--- config.mk ---
export PLATFORM = sky130hd
export DESIGN_NAME = scale_ctrl_flat
export DESIGN_NICKNAME = d
export VERILOG_FILES = /design/src/rtl/scale_ctrl_pkg.sv /design/src/rtl/scale_ctrl_if.sv /design/src/rtl/scale_addr_gen.sv /design/src/rtl/scale_ctrl.sv /design/src/flat_wrapper.sv
export SDC_FILE = /design/constraint.sdc
export NUM_CORES = 1
export LEC_CHECK = 0
export CAP_MARGIN = 10
export CORE_MARGIN = 5
export CORE_UTILIZATION = 54
export DETAILED_ROUTE_END_ITERATION = 16
export GPL_TIMING_DRIVEN = 1
export PLACE_DENSITY = 0.83
export SYNTH_ARGS = -nofsm -noshare
export SYNTH_HDL_FRONTEND = slang
export SYNTH_SLANG_ARGS = --single-unit
--- constraint.sdc ---
create_clock -name clock -period 6.9 [get_ports clock]
set_clock_uncertainty 0.15 [all_clocks]
set_input_delay 1.725 -clock clock [delete_from_list [all_inputs] [get_ports clock]]
set_output_delay 1.725 -clock clock [all_outputs]
set_load 0.02 [all_outputs]
--- src/rtl/scale_ctrl_pkg.sv ---
// Shared types for the image scaling controller: FSM states and mode encodings.
package scale_ctrl_pkg;

    typedef enum logic [2:0] {
        IDLE  = 3'd0,
        READ  = 3'd1,
        WAIT  = 3'd2,
        WRITE = 3'd3,
        DONE  = 3'd4
    } state_e;

    localparam logic [1:0] MODE_COPY = 2'b00;
    localparam logic [1:0] MODE_ZIN  = 2'b01;
    localparam logic [1:0] MODE_ZOUT = 2'b10;
    localparam logic [1:0] MODE_RSVD = 2'b11;

    // A pass is in flight in every state that belongs to the pixel pipeline.
    function automatic logic is_busy(input state_e s);
        return (s == READ) || (s == WAIT) || (s == WRITE);
    endfunction

endpackage

--- src/rtl/scale_ctrl_if.sv ---
// Command, source-read and destination-write signals of the scaling controller.
interface scale_ctrl_if #(
    parameter int SRC_W = 4,
    parameter int SRC_H = 4,
    parameter int PIX_W = 8
);
    localparam int SA_W = $clog2(SRC_W * SRC_H);
    localparam int DA_W = $clog2(4 * SRC_W * SRC_H);

    logic             start;
    logic [1:0]       mode;
    logic             busy;
    logic             done;
    logic             err;
    logic             src_rd_en;
    logic [SA_W-1:0]  src_addr;
    logic [PIX_W-1:0] src_data;
    logic             dst_we;
    logic [DA_W-1:0]  dst_addr;
    logic [PIX_W-1:0] dst_data;

    modport master (
        output start, mode, src_data,
        input  busy, done, err, src_rd_en, src_addr, dst_we, dst_addr, dst_data
    );

    modport slave (
        input  start, mode, src_data,
        output busy, done, err, src_rd_en, src_addr, dst_we, dst_addr, dst_data
    );
endinterface

--- src/rtl/scale_addr_gen.sv ---
// Maps an output pixel (r,c) to its source and destination addresses for a mode,
// and reports the output dimensions of that mode.
module scale_addr_gen
    import scale_ctrl_pkg::*;
#(
    parameter int SRC_W = 4,
    parameter int SRC_H = 4,
    parameter int SA_W  = $clog2(SRC_W * SRC_H),
    parameter int DA_W  = $clog2(4 * SRC_W * SRC_H),
    parameter int R_W   = $clog2(2 * SRC_H),
    parameter int C_W   = $clog2(2 * SRC_W)
) (
    input  logic [1:0]      mode_i,
    input  logic [R_W-1:0]  r_i,
    input  logic [C_W-1:0]  c_i,
    output logic [SA_W-1:0] src_addr_o,
    output logic [DA_W-1:0] dst_addr_o,
    output logic [C_W:0]    out_w_o,
    output logic [R_W:0]    out_h_o
);

    logic [SA_W-1:0] r_s;
    logic [SA_W-1:0] c_s;
    logic [SA_W-1:0] src_w_s;
    logic [DA_W-1:0] r_d_s;
    logic [DA_W-1:0] c_d_s;
    logic [DA_W-1:0] out_w_d_s;

    // Every intermediate is at least as wide as its final result, so the
    // modular products below equal the true addresses.
    always_comb begin
        r_s     = SA_W'(r_i);
        c_s     = SA_W'(c_i);
        src_w_s = SA_W'(SRC_W);
        case (mode_i)
            MODE_ZIN: begin
                out_w_o    = (C_W + 1)'(2 * SRC_W);
                out_h_o    = (R_W + 1)'(2 * SRC_H);
                src_addr_o = (r_s >> 1) * src_w_s + (c_s >> 1);
            end
            MODE_ZOUT: begin
                out_w_o    = (C_W + 1)'(SRC_W / 2);
                out_h_o    = (R_W + 1)'(SRC_H / 2);
                src_addr_o = (r_s << 1) * src_w_s + (c_s << 1);
            end
            MODE_COPY: begin
                out_w_o    = (C_W + 1)'(SRC_W);
                out_h_o    = (R_W + 1)'(SRC_H);
                src_addr_o = r_s * src_w_s + c_s;
            end
            default: begin
                out_w_o    = (C_W + 1)'(SRC_W);
                out_h_o    = (R_W + 1)'(SRC_H);
                src_addr_o = r_s * src_w_s + c_s;
            end
        endcase
        r_d_s      = DA_W'(r_i);
        c_d_s      = DA_W'(c_i);
        out_w_d_s  = DA_W'(out_w_o);
        dst_addr_o = r_d_s * out_w_d_s + c_d_s;
    end

endmodule

--- src/rtl/scale_ctrl.sv ---
// Image scaling controller: walks the output raster one pixel per
// READ->WAIT->WRITE triplet, copying, doubling or halving a source image.
module scale_ctrl
    import scale_ctrl_pkg::*;
#(
    parameter int SRC_W = 4,
    parameter int SRC_H = 4,
    parameter int PIX_W = 8
) (
    input  logic         clock,
    input  logic         reset,
    scale_ctrl_if.slave  bus
);

    localparam int SA_W = $clog2(SRC_W * SRC_H);
    localparam int DA_W = $clog2(4 * SRC_W * SRC_H);
    localparam int R_W  = $clog2(2 * SRC_H);
    localparam int C_W  = $clog2(2 * SRC_W);

    state_e           state_q, state_d;
    logic [1:0]       mode_q, mode_d;
    logic [R_W-1:0]   r_q, r_d;
    logic [C_W-1:0]   c_q, c_d;
    logic [PIX_W-1:0] pix_q, pix_d;

    logic             busy_q, busy_d;
    logic             done_q, done_d;
    logic             err_q, err_d;
    logic             rd_en_q, rd_en_d;
    logic [SA_W-1:0]  src_addr_q, src_addr_d;
    logic             we_q, we_d;
    logic [DA_W-1:0]  dst_addr_q, dst_addr_d;
    logic [PIX_W-1:0] dst_data_q, dst_data_d;

    logic [SA_W-1:0]  gen_src_s;
    logic [DA_W-1:0]  gen_dst_s;
    logic [C_W:0]     out_w_s;
    logic [R_W:0]     out_h_s;
    logic             last_col_s;
    logic             last_row_s;

    // Latched mode drives the generator: pixel (0,0) maps to address 0 in every
    // mode, so the first READ does not need the freshly sampled mode.
    scale_addr_gen #(
        .SRC_W (SRC_W),
        .SRC_H (SRC_H),
        .SA_W  (SA_W),
        .DA_W  (DA_W),
        .R_W   (R_W),
        .C_W   (C_W)
    ) u_addr_gen (
        .mode_i     (mode_q),
        .r_i        (r_d),
        .c_i        (c_d),
        .src_addr_o (gen_src_s),
        .dst_addr_o (gen_dst_s),
        .out_w_o    (out_w_s),
        .out_h_o    (out_h_s)
    );

    assign last_col_s = ((C_W + 1)'(c_q) == (out_w_s - (C_W + 1)'(1'b1)));
    assign last_row_s = ((R_W + 1)'(r_q) == (out_h_s - (R_W + 1)'(1'b1)));

    // Next-state, raster counters, mode latch and pixel capture.
    always_comb begin
        state_d = state_q;
        mode_d  = mode_q;
        r_d     = r_q;
        c_d     = c_q;
        pix_d   = pix_q;
        err_d   = 1'b0;
        case (state_q)
            IDLE: begin
                if (bus.start) begin
                    if (bus.mode == MODE_RSVD) begin
                        err_d = 1'b1;
                    end else begin
                        mode_d  = bus.mode;
                        r_d     = {R_W{1'b0}};
                        c_d     = {C_W{1'b0}};
                        state_d = READ;
                    end
                end else begin
                    state_d = IDLE;
                end
            end
            READ: begin
                state_d = WAIT;
            end
            WAIT: begin
                pix_d   = bus.src_data;
                state_d = WRITE;
            end
            WRITE: begin
                if (last_col_s) begin
                    c_d = {C_W{1'b0}};
                    if (last_row_s) begin
                        r_d     = {R_W{1'b0}};
                        state_d = DONE;
                    end else begin
                        r_d     = r_q + R_W'(1'b1);
                        state_d = READ;
                    end
                end else begin
                    c_d     = c_q + C_W'(1'b1);
                    state_d = READ;
                end
            end
            DONE: begin
                state_d = IDLE;
            end
            default: begin
                state_d = IDLE;
            end
        endcase
    end

    // Output values for the coming cycle, derived from the state being entered.
    always_comb begin
        rd_en_d = (state_d == READ);
        we_d    = (state_d == WRITE);
        busy_d  = is_busy(state_d);
        done_d  = (state_d == DONE);
        if (rd_en_d) begin
            src_addr_d = gen_src_s;
        end else begin
            src_addr_d = {SA_W{1'b0}};
        end
        if (we_d) begin
            dst_addr_d = gen_dst_s;
            dst_data_d = pix_d;
        end else begin
            dst_addr_d = {DA_W{1'b0}};
            dst_data_d = {PIX_W{1'b0}};
        end
    end

    // State, counters and registered outputs; reset aborts any pass at once.
    always_ff @(posedge clock or negedge reset) begin
        if (!reset) begin
            state_q    <= IDLE;
            mode_q     <= MODE_COPY;
            r_q        <= {R_W{1'b0}};
            c_q        <= {C_W{1'b0}};
            pix_q      <= {PIX_W{1'b0}};
            busy_q     <= 1'b0;
            done_q     <= 1'b0;
            err_q      <= 1'b0;
            rd_en_q    <= 1'b0;
            src_addr_q <= {SA_W{1'b0}};
            we_q       <= 1'b0;
            dst_addr_q <= {DA_W{1'b0}};
            dst_data_q <= {PIX_W{1'b0}};
        end else begin
            state_q    <= state_d;
            mode_q     <= mode_d;
            r_q        <= r_d;
            c_q        <= c_d;
            pix_q      <= pix_d;
            busy_q     <= busy_d;
            done_q     <= done_d;
            err_q      <= err_d;
            rd_en_q    <= rd_en_d;
            src_addr_q <= src_addr_d;
            we_q       <= we_d;
            dst_addr_q <= dst_addr_d;
            dst_data_q <= dst_data_d;
        end
    end

    assign bus.busy      = busy_q;
    assign bus.done      = done_q;
    assign bus.err       = err_q;
    assign bus.src_rd_en = rd_en_q;
    assign bus.src_addr  = src_addr_q;
    assign bus.dst_we    = we_q;
    assign bus.dst_addr  = dst_addr_q;
    assign bus.dst_data  = dst_data_q;

endmodule
--- src/flat_wrapper.sv ---
// flat-port wrapper written by rule: the top's interface ports become plain ports
module scale_ctrl_flat import scale_ctrl_pkg::*;
#(
    parameter int SRC_W = 4,
    parameter int SRC_H = 4,
    parameter int PIX_W = 8
)
  (clock, reset, bus_start, bus_mode, bus_src_data, bus_busy, bus_done, bus_err, bus_src_rd_en, bus_src_addr, bus_dst_we, bus_dst_addr, bus_dst_data);
  scale_ctrl_if #(.SRC_W(SRC_W), .SRC_H(SRC_H), .PIX_W(PIX_W)) bus_i ();
  input  logic clock;
  input  logic reset;
  input wire logic [$bits(bus_i.start)-1:0] bus_start;
  input wire logic [$bits(bus_i.mode)-1:0] bus_mode;
  input wire logic [$bits(bus_i.src_data)-1:0] bus_src_data;
  output wire logic [$bits(bus_i.busy)-1:0] bus_busy;
  output wire logic [$bits(bus_i.done)-1:0] bus_done;
  output wire logic [$bits(bus_i.err)-1:0] bus_err;
  output wire logic [$bits(bus_i.src_rd_en)-1:0] bus_src_rd_en;
  output wire logic [$bits(bus_i.src_addr)-1:0] bus_src_addr;
  output wire logic [$bits(bus_i.dst_we)-1:0] bus_dst_we;
  output wire logic [$bits(bus_i.dst_addr)-1:0] bus_dst_addr;
  output wire logic [$bits(bus_i.dst_data)-1:0] bus_dst_data;
  assign bus_i.start = bus_start;
  assign bus_i.mode = bus_mode;
  assign bus_i.src_data = bus_src_data;
  assign bus_busy = bus_i.busy;
  assign bus_done = bus_i.done;
  assign bus_err = bus_i.err;
  assign bus_src_rd_en = bus_i.src_rd_en;
  assign bus_src_addr = bus_i.src_addr;
  assign bus_dst_we = bus_i.dst_we;
  assign bus_dst_addr = bus_i.dst_addr;
  assign bus_dst_data = bus_i.dst_data;
  scale_ctrl #(.SRC_W(SRC_W), .SRC_H(SRC_H), .PIX_W(PIX_W)) u_core (.clock(clock), .reset(reset), .bus(bus_i));
endmodule
# == Word-level counts from Yosys, hierarchy flattened ==
# Index checks and enable logic that the tools add are counted.
# op_classes
bitwise,1
n_addsub,7
n_shift,0
multipliers,1
n_mux,23
n_reduce_logical,4
eq_ne,12
magnitude_cmp,0
div,0
# ops
op,n
2-to-1 mux 3 bit,11
2-to-1 mux 8 bit,2
one-hot mux 4 bit (2 select lines),2
"== test 3 x 2 -> 1 bit, second input constant",4
one-hot mux 3 bit (2 select lines),2
one-hot mux 3 bit (4 select lines),1
== test 3 x 4 -> 1 bit,2
"adder 3 x 1 -> 3 bit, second input constant",2
adder 6 x 3 -> 6 bit,1
"== test 3 x 1 -> 1 bit, second input constant",2
multiplier 3 x 4 -> 6 bit,1
2-to-1 mux 6 bit,1
adder 4 x 2 -> 4 bit,1
adder 4 x 3 -> 4 bit,1
adder 4 bit,1
"== test 2 bit, second input constant",2
2-to-1 mux 4 bit,1
"subtractor 4 x 1 -> 4 bit, second input constant",1
"== test 3 bit, second input constant",1
zero test 3 bit,1
2-to-1 mux 1 bit,3
AND reduction 3 bit,1
"== test 2 x 1 -> 1 bit, second input constant",1
logical OR 1 bit,2
NOT 1 bit,1
# word_totals
elab_cells,61
output_inout_bits,23
memories,0
romBits,0
reg_bits,42
latch_bits,0
ram_bits,0

# == Depth between registers and ports, before layout ==
# logic_depth
ltp_word,10
mapped_depth,18
depth_no_buf,17

# == Cells and area by module ==
# From an unflattened synthesis, not the netlist that was laid out.
# unflattened
hier_cells,187
hier_area_um2,1949.4
# by_module_without_submodules
module,area_each_um2,cells_each,n_inst,seq_area_each_um2
scale_ctrl,1502.7,129,1,850.8
scale_addr_gen,446.7,58,1,0.0

# == Worst setup path before layout ==
# Ideal clock, no wire load.
# synth_timing
kind,in2reg
startpoint,input bus_start
endpoint,"register u_core.dst_addr_q[5], in the netlist u_core.bus.dst_addr[5]"
setup_slack_ns,2.079
path_buffers,0
cell_stages,14
t_arrival_ns,4.598
t_required_ns,6.677
path_cell_list,or4b_4 nor2_4 nor2_2 a221o_1 nand2_1 fa_1 inv_1 ha_1 ha_1 a21o_1 a21oi_1 xnor2_1 nand3_1 a21oi_2
# synth_between
elab_chain_len,5
elab_cells_between_ends,10
cone_classes,add/sub: 1; mul: 1; eq/ne: 1; mux: 7
# synth_rtl
element,line_no,rtl
start: declaration,flat_wrapper.sv:12,input wire logic [$bits(bus_i.start)-1:0] bus_start;
2-to-1 mux 3 bit,scale_ctrl.sv:74,if (bus.start) begin
one-hot mux 3 bit (2 select lines),scale_ctrl.sv:72,case (state_q)
net u_core.r_d[2],scale_ctrl.sv:22,"logic [R_W-1:0] r_q, r_d;"
multiplier 3 x 4 -> 6 bit,scale_addr_gen.sv:60,dst_addr_o = r_d_s * out_w_d_s + c_d_s;
adder 6 x 3 -> 6 bit,scale_addr_gen.sv:60,
2-to-1 mux 6 bit,scale_ctrl.sv:129,if (we_d) begin
net u_core.dst_addr_d[5],scale_ctrl.sv:32,"logic [DA_W-1:0] dst_addr_q, dst_addr_d;"
end signal: assignment,scale_ctrl.sv:152,dst_addr_q <= {DA_W{1'b0}};
end signal: assignment,scale_ctrl.sv:166,dst_addr_q <= dst_addr_d;
end: declaration,scale_ctrl.sv:32,
# The timed path passes the listed nets, and every way through them passes these cells.
# A chain may end at the register's enable or synchronous reset.

# == Final worst setup path ==
# Same ends and word-level chain as after synthesis.

==> results.toml <==
[cts]
cts_hold_buffers = 0
cts_made_buffers = 5
post-cts-setup-buffer-count = 0
cts.repair.resized = 0
root_buffer = "clkbuf_4"
clk_path_buf_depth = 2
clk_latency_ps = 330
clkSlewWorstSetupHoldPaths_ps = 100
cts.sinks = 34
htree_levels = 2
cts_tree = "done"

[power]
ir_worst_vdd_v = 0.000179
power_frac_seq_pct = 34.2
p_clk_share_pct = 12.3
p_sw_w = 0.000392
p_int_w = 0.000513
p_sw_share_pct = 43.3
p_leak_nw = 1.12
combPwrFrac_pct = 53.4
p_per_area_nw_per_um2 = 401
p_total_w = 0.000905

[global_routing]
grt_max_degree = 35
grt_pass1_vias = 1446
grt_pass1_wl_mm = 6.35
grt_overflow = 0
grt_use_total_pct = 18.4
grt_antenna_before_repair = 0

[logic_synthesis]
synth_top_area_cell = "dfrtp_1"
synth_edf_count = 0
synth_nets = 194
seq_area_frac_synth_pct = 46.8
postSynth.topFlopCell = "dfrtp_1"
synth_top_cell_area_share_pct = 46.8
postSynthAreaPerCell_um2 = 11.1
async_reset_ff_share_pct = 100
synth_cell_types = 45
syn_area_um2 = 1820
ys_seq_elements = 34
yosysWarnings = 0
synth_area_leaders = "dfrtp_1 47%, ha_1 11%, and3_1 3.8%"
syn_inst = 163

[timing]
drv_slew = 0
finalSetupViolCount = 0
tns_ps = 0
fin_crit_sh_pct = 74.6
max_freq_ghz = 0.194
tightestPinTransition_ps = 682
whs_ps = 377
post-route-min-period_ps = 5150
slew_headroom_pct = 54.4
hold_viol = 0
rsz0062_at_grt = "false"

[layout]
layout_commonest_cell = "clkdlybuf4s50_1"
final_cell_mix = "35 x clkdlybuf4s50_1, 34 x dfrtp_1, 16 x ha_1"
area_growth_pct = 24.2
drive_gt1_share_pct = 11.4
regArea_um2 = 851
nets = 232
fillCellCount = 258
fin_util_pct = 68.7
n_antenna_cell = 0
multi_input_area_um2 = 903
stdcell_count = 248

[detailed_routing]
wl_met1_mm = 1.53
drc = 0
drt_iter0_markers = 67
routed-wl-met3_um = 172
via_count = 1383
top_layer_used = "met4"
avgRoutedWirePerCell_um = 15.3
first_pass_iters = 5
vias_per_cell = 5.58
totalWireLength_mm = 3.80
met2_wirelength_mm = 2.02
antenna_left = 0

[floorplanning]
start_util_pct = 55.3
fp.dieArea_um2 = 4620
ios = 36
die_h_um = 68
die-width_um = 68
core_um2 = 3280
rows = 21

[worst_setup_path]
path_max_fanout = 5
r2r_cells = 17
slowest_delay_ps = 510
path_class = "primary input to flop"
cp.depth = 15
worstSetupEndpointType = "flop"
crit_family = "simple AND/OR/NAND/NOR gates"
crit_start = "bus_start"
rr_startpoint = "u_core.mode_q[1]"
crit_buf_inv = 2
timing.rr.end = "u_core.bus.dst_addr[5]"
cp-start-kind = "primary input"
crit_top_cell = "ha_1"
crit_end = "u_core.bus.dst_addr[5]"
r2r_slack_ps = 2550
slowest_stage = "or4b_4"
critical_path.cell_chain = "clkdlybuf4s50_1 > or4b_4 > nor2_4 > nor2_2 > a221o_1 > nand2_1 > fa_1 > inv_1 > ha_1 > ha_1 > a21o_1 > a21oi_1 > xnor2_1 > nand3_1 > a21oi_2"
crit_required_ps = 7020
cp.arrival_ps = 5260

[job]
maxCapViolCount = 0

[worst_hold_path]
hold_class = "flop to flop"
hold_depth = 1
holdCritStartpoint = "u_core.state_q[2]"

[run_status]
status = "finished clean"

[placed_design]
dp_hpwl_mm = 2.93
gp_congestion = 0.990
io_buffers = 35
placedCellCount = 240
[Yosys cell counts (2+ instances only)]
cell type  number
a21o_1          3
a21oi_1         4
a221oi_1        3
a32o_1          2
and2_1          5
and2_2          3
and2b_2         2
and3_1         11
clkbuf_1        3
dfrtp_1        34
fa_1            2
ha_1           16
inv_1           7
nand2_1         9
nand3b_1        3
nor2_1         15
nor3_1          3
o21a_1          3
o21ai_0         3
xnor2_1         7
[how the worst min path moves through the flow]
stage | end | slack (ps)
2_1_floorplan | u_core.state_q[1] | 320
3_3_place_gp | u_core.state_q[1] | 340
3_5_place_dp | u_core.state_q[1] | 360
4_1_cts | u_core.state_q[1] | 380
5_1_grt | u_core.state_q[1] | 410
6_report | u_core.state_q[1] | 380
[power by group through the flow]
stage | Combinational, W | Clock (W) | Sequential (W)
finish | 0.000484 | 0.000112 | 0.000310
global route | 0.000534 | 0.000125 | 0.000317
CTS | 0.000485 | 0.000117 | 0.000310
detailed placement | 0.000482 | 0 | 0.000314
global placement | 0.000465 | 0 | 0.000308
floorplan | 0.000295 | 0 | 0.000344
[layer usage]
metal | vias to the layer above | global-route usage [%]
li1 | 648 | -
met1 | 684 | 20.8
met2 | 42 | 33.2
met3 | 9 | 4.11
met4 | 0 | 7.69
met5 | - | 0
[stage by stage]
stage / setup slack [ps] / area [µm²]
3_3_place_gp: 1500 / 2200
2_1_floorplan: 2080 / 1820
4_1_cts: 1750 / 2260
3_5_place_dp: 1390 / 2200
5_1_grt: 1620 / 2260
6_report: 1750 / 2260
[registers in the layout (all words and copies together) (netlist names)]
name	flops
u_core.bus.src_rd_en	1
u_core.bus.dst_addr	6
u_core.state_q	3
u_core.bus.dst_we	1
u_core.mode_q	2
u_core.c_q	3
u_core.bus.err	1
u_core.bus.done	1
u_core.bus.src_addr	4
u_core.r_q	3
u_core.bus.busy	1
u_core.bus.dst_data	8
[worst register-to-register path, cell delays in order (launching register included)]
cell,delay (ps)
dfrtp_1,420
inv_1,80
ha_1,310
and3b_1,240
o211ai_1,440
nor2_1,140
xnor2_1,150
nor2_1,300
nand2_1,130
fa_1,490
inv_1,40
ha_1,320
ha_1,300
a21o_1,150
a21oi_1,190
xnor2_1,170
nand3_1,120
a21oi_2,130
[cell type report]
cell class	instances	share of cell area (%)
clock buffer	7	2.44
timing repair buffer	36	15.9
tap	46	2.55
clock inverter	1	0.222
multi-input combinational	117	40.0
inverter	7	1.16
sequential	34	37.7
[cell families (layout without fill, tap and decap cells)]
family	count (synthesis)	after routing	synth area share (%)
fa+ha+maj	18	18	13.2
xor+xnor	8	8	3.86
buf+inv	12	51	3.44
compound gates	27	27	11.4
flops	34	34	46.8
simple gates	64	64	21.3
No activity file was read; power rests on OpenSTA's default activity.
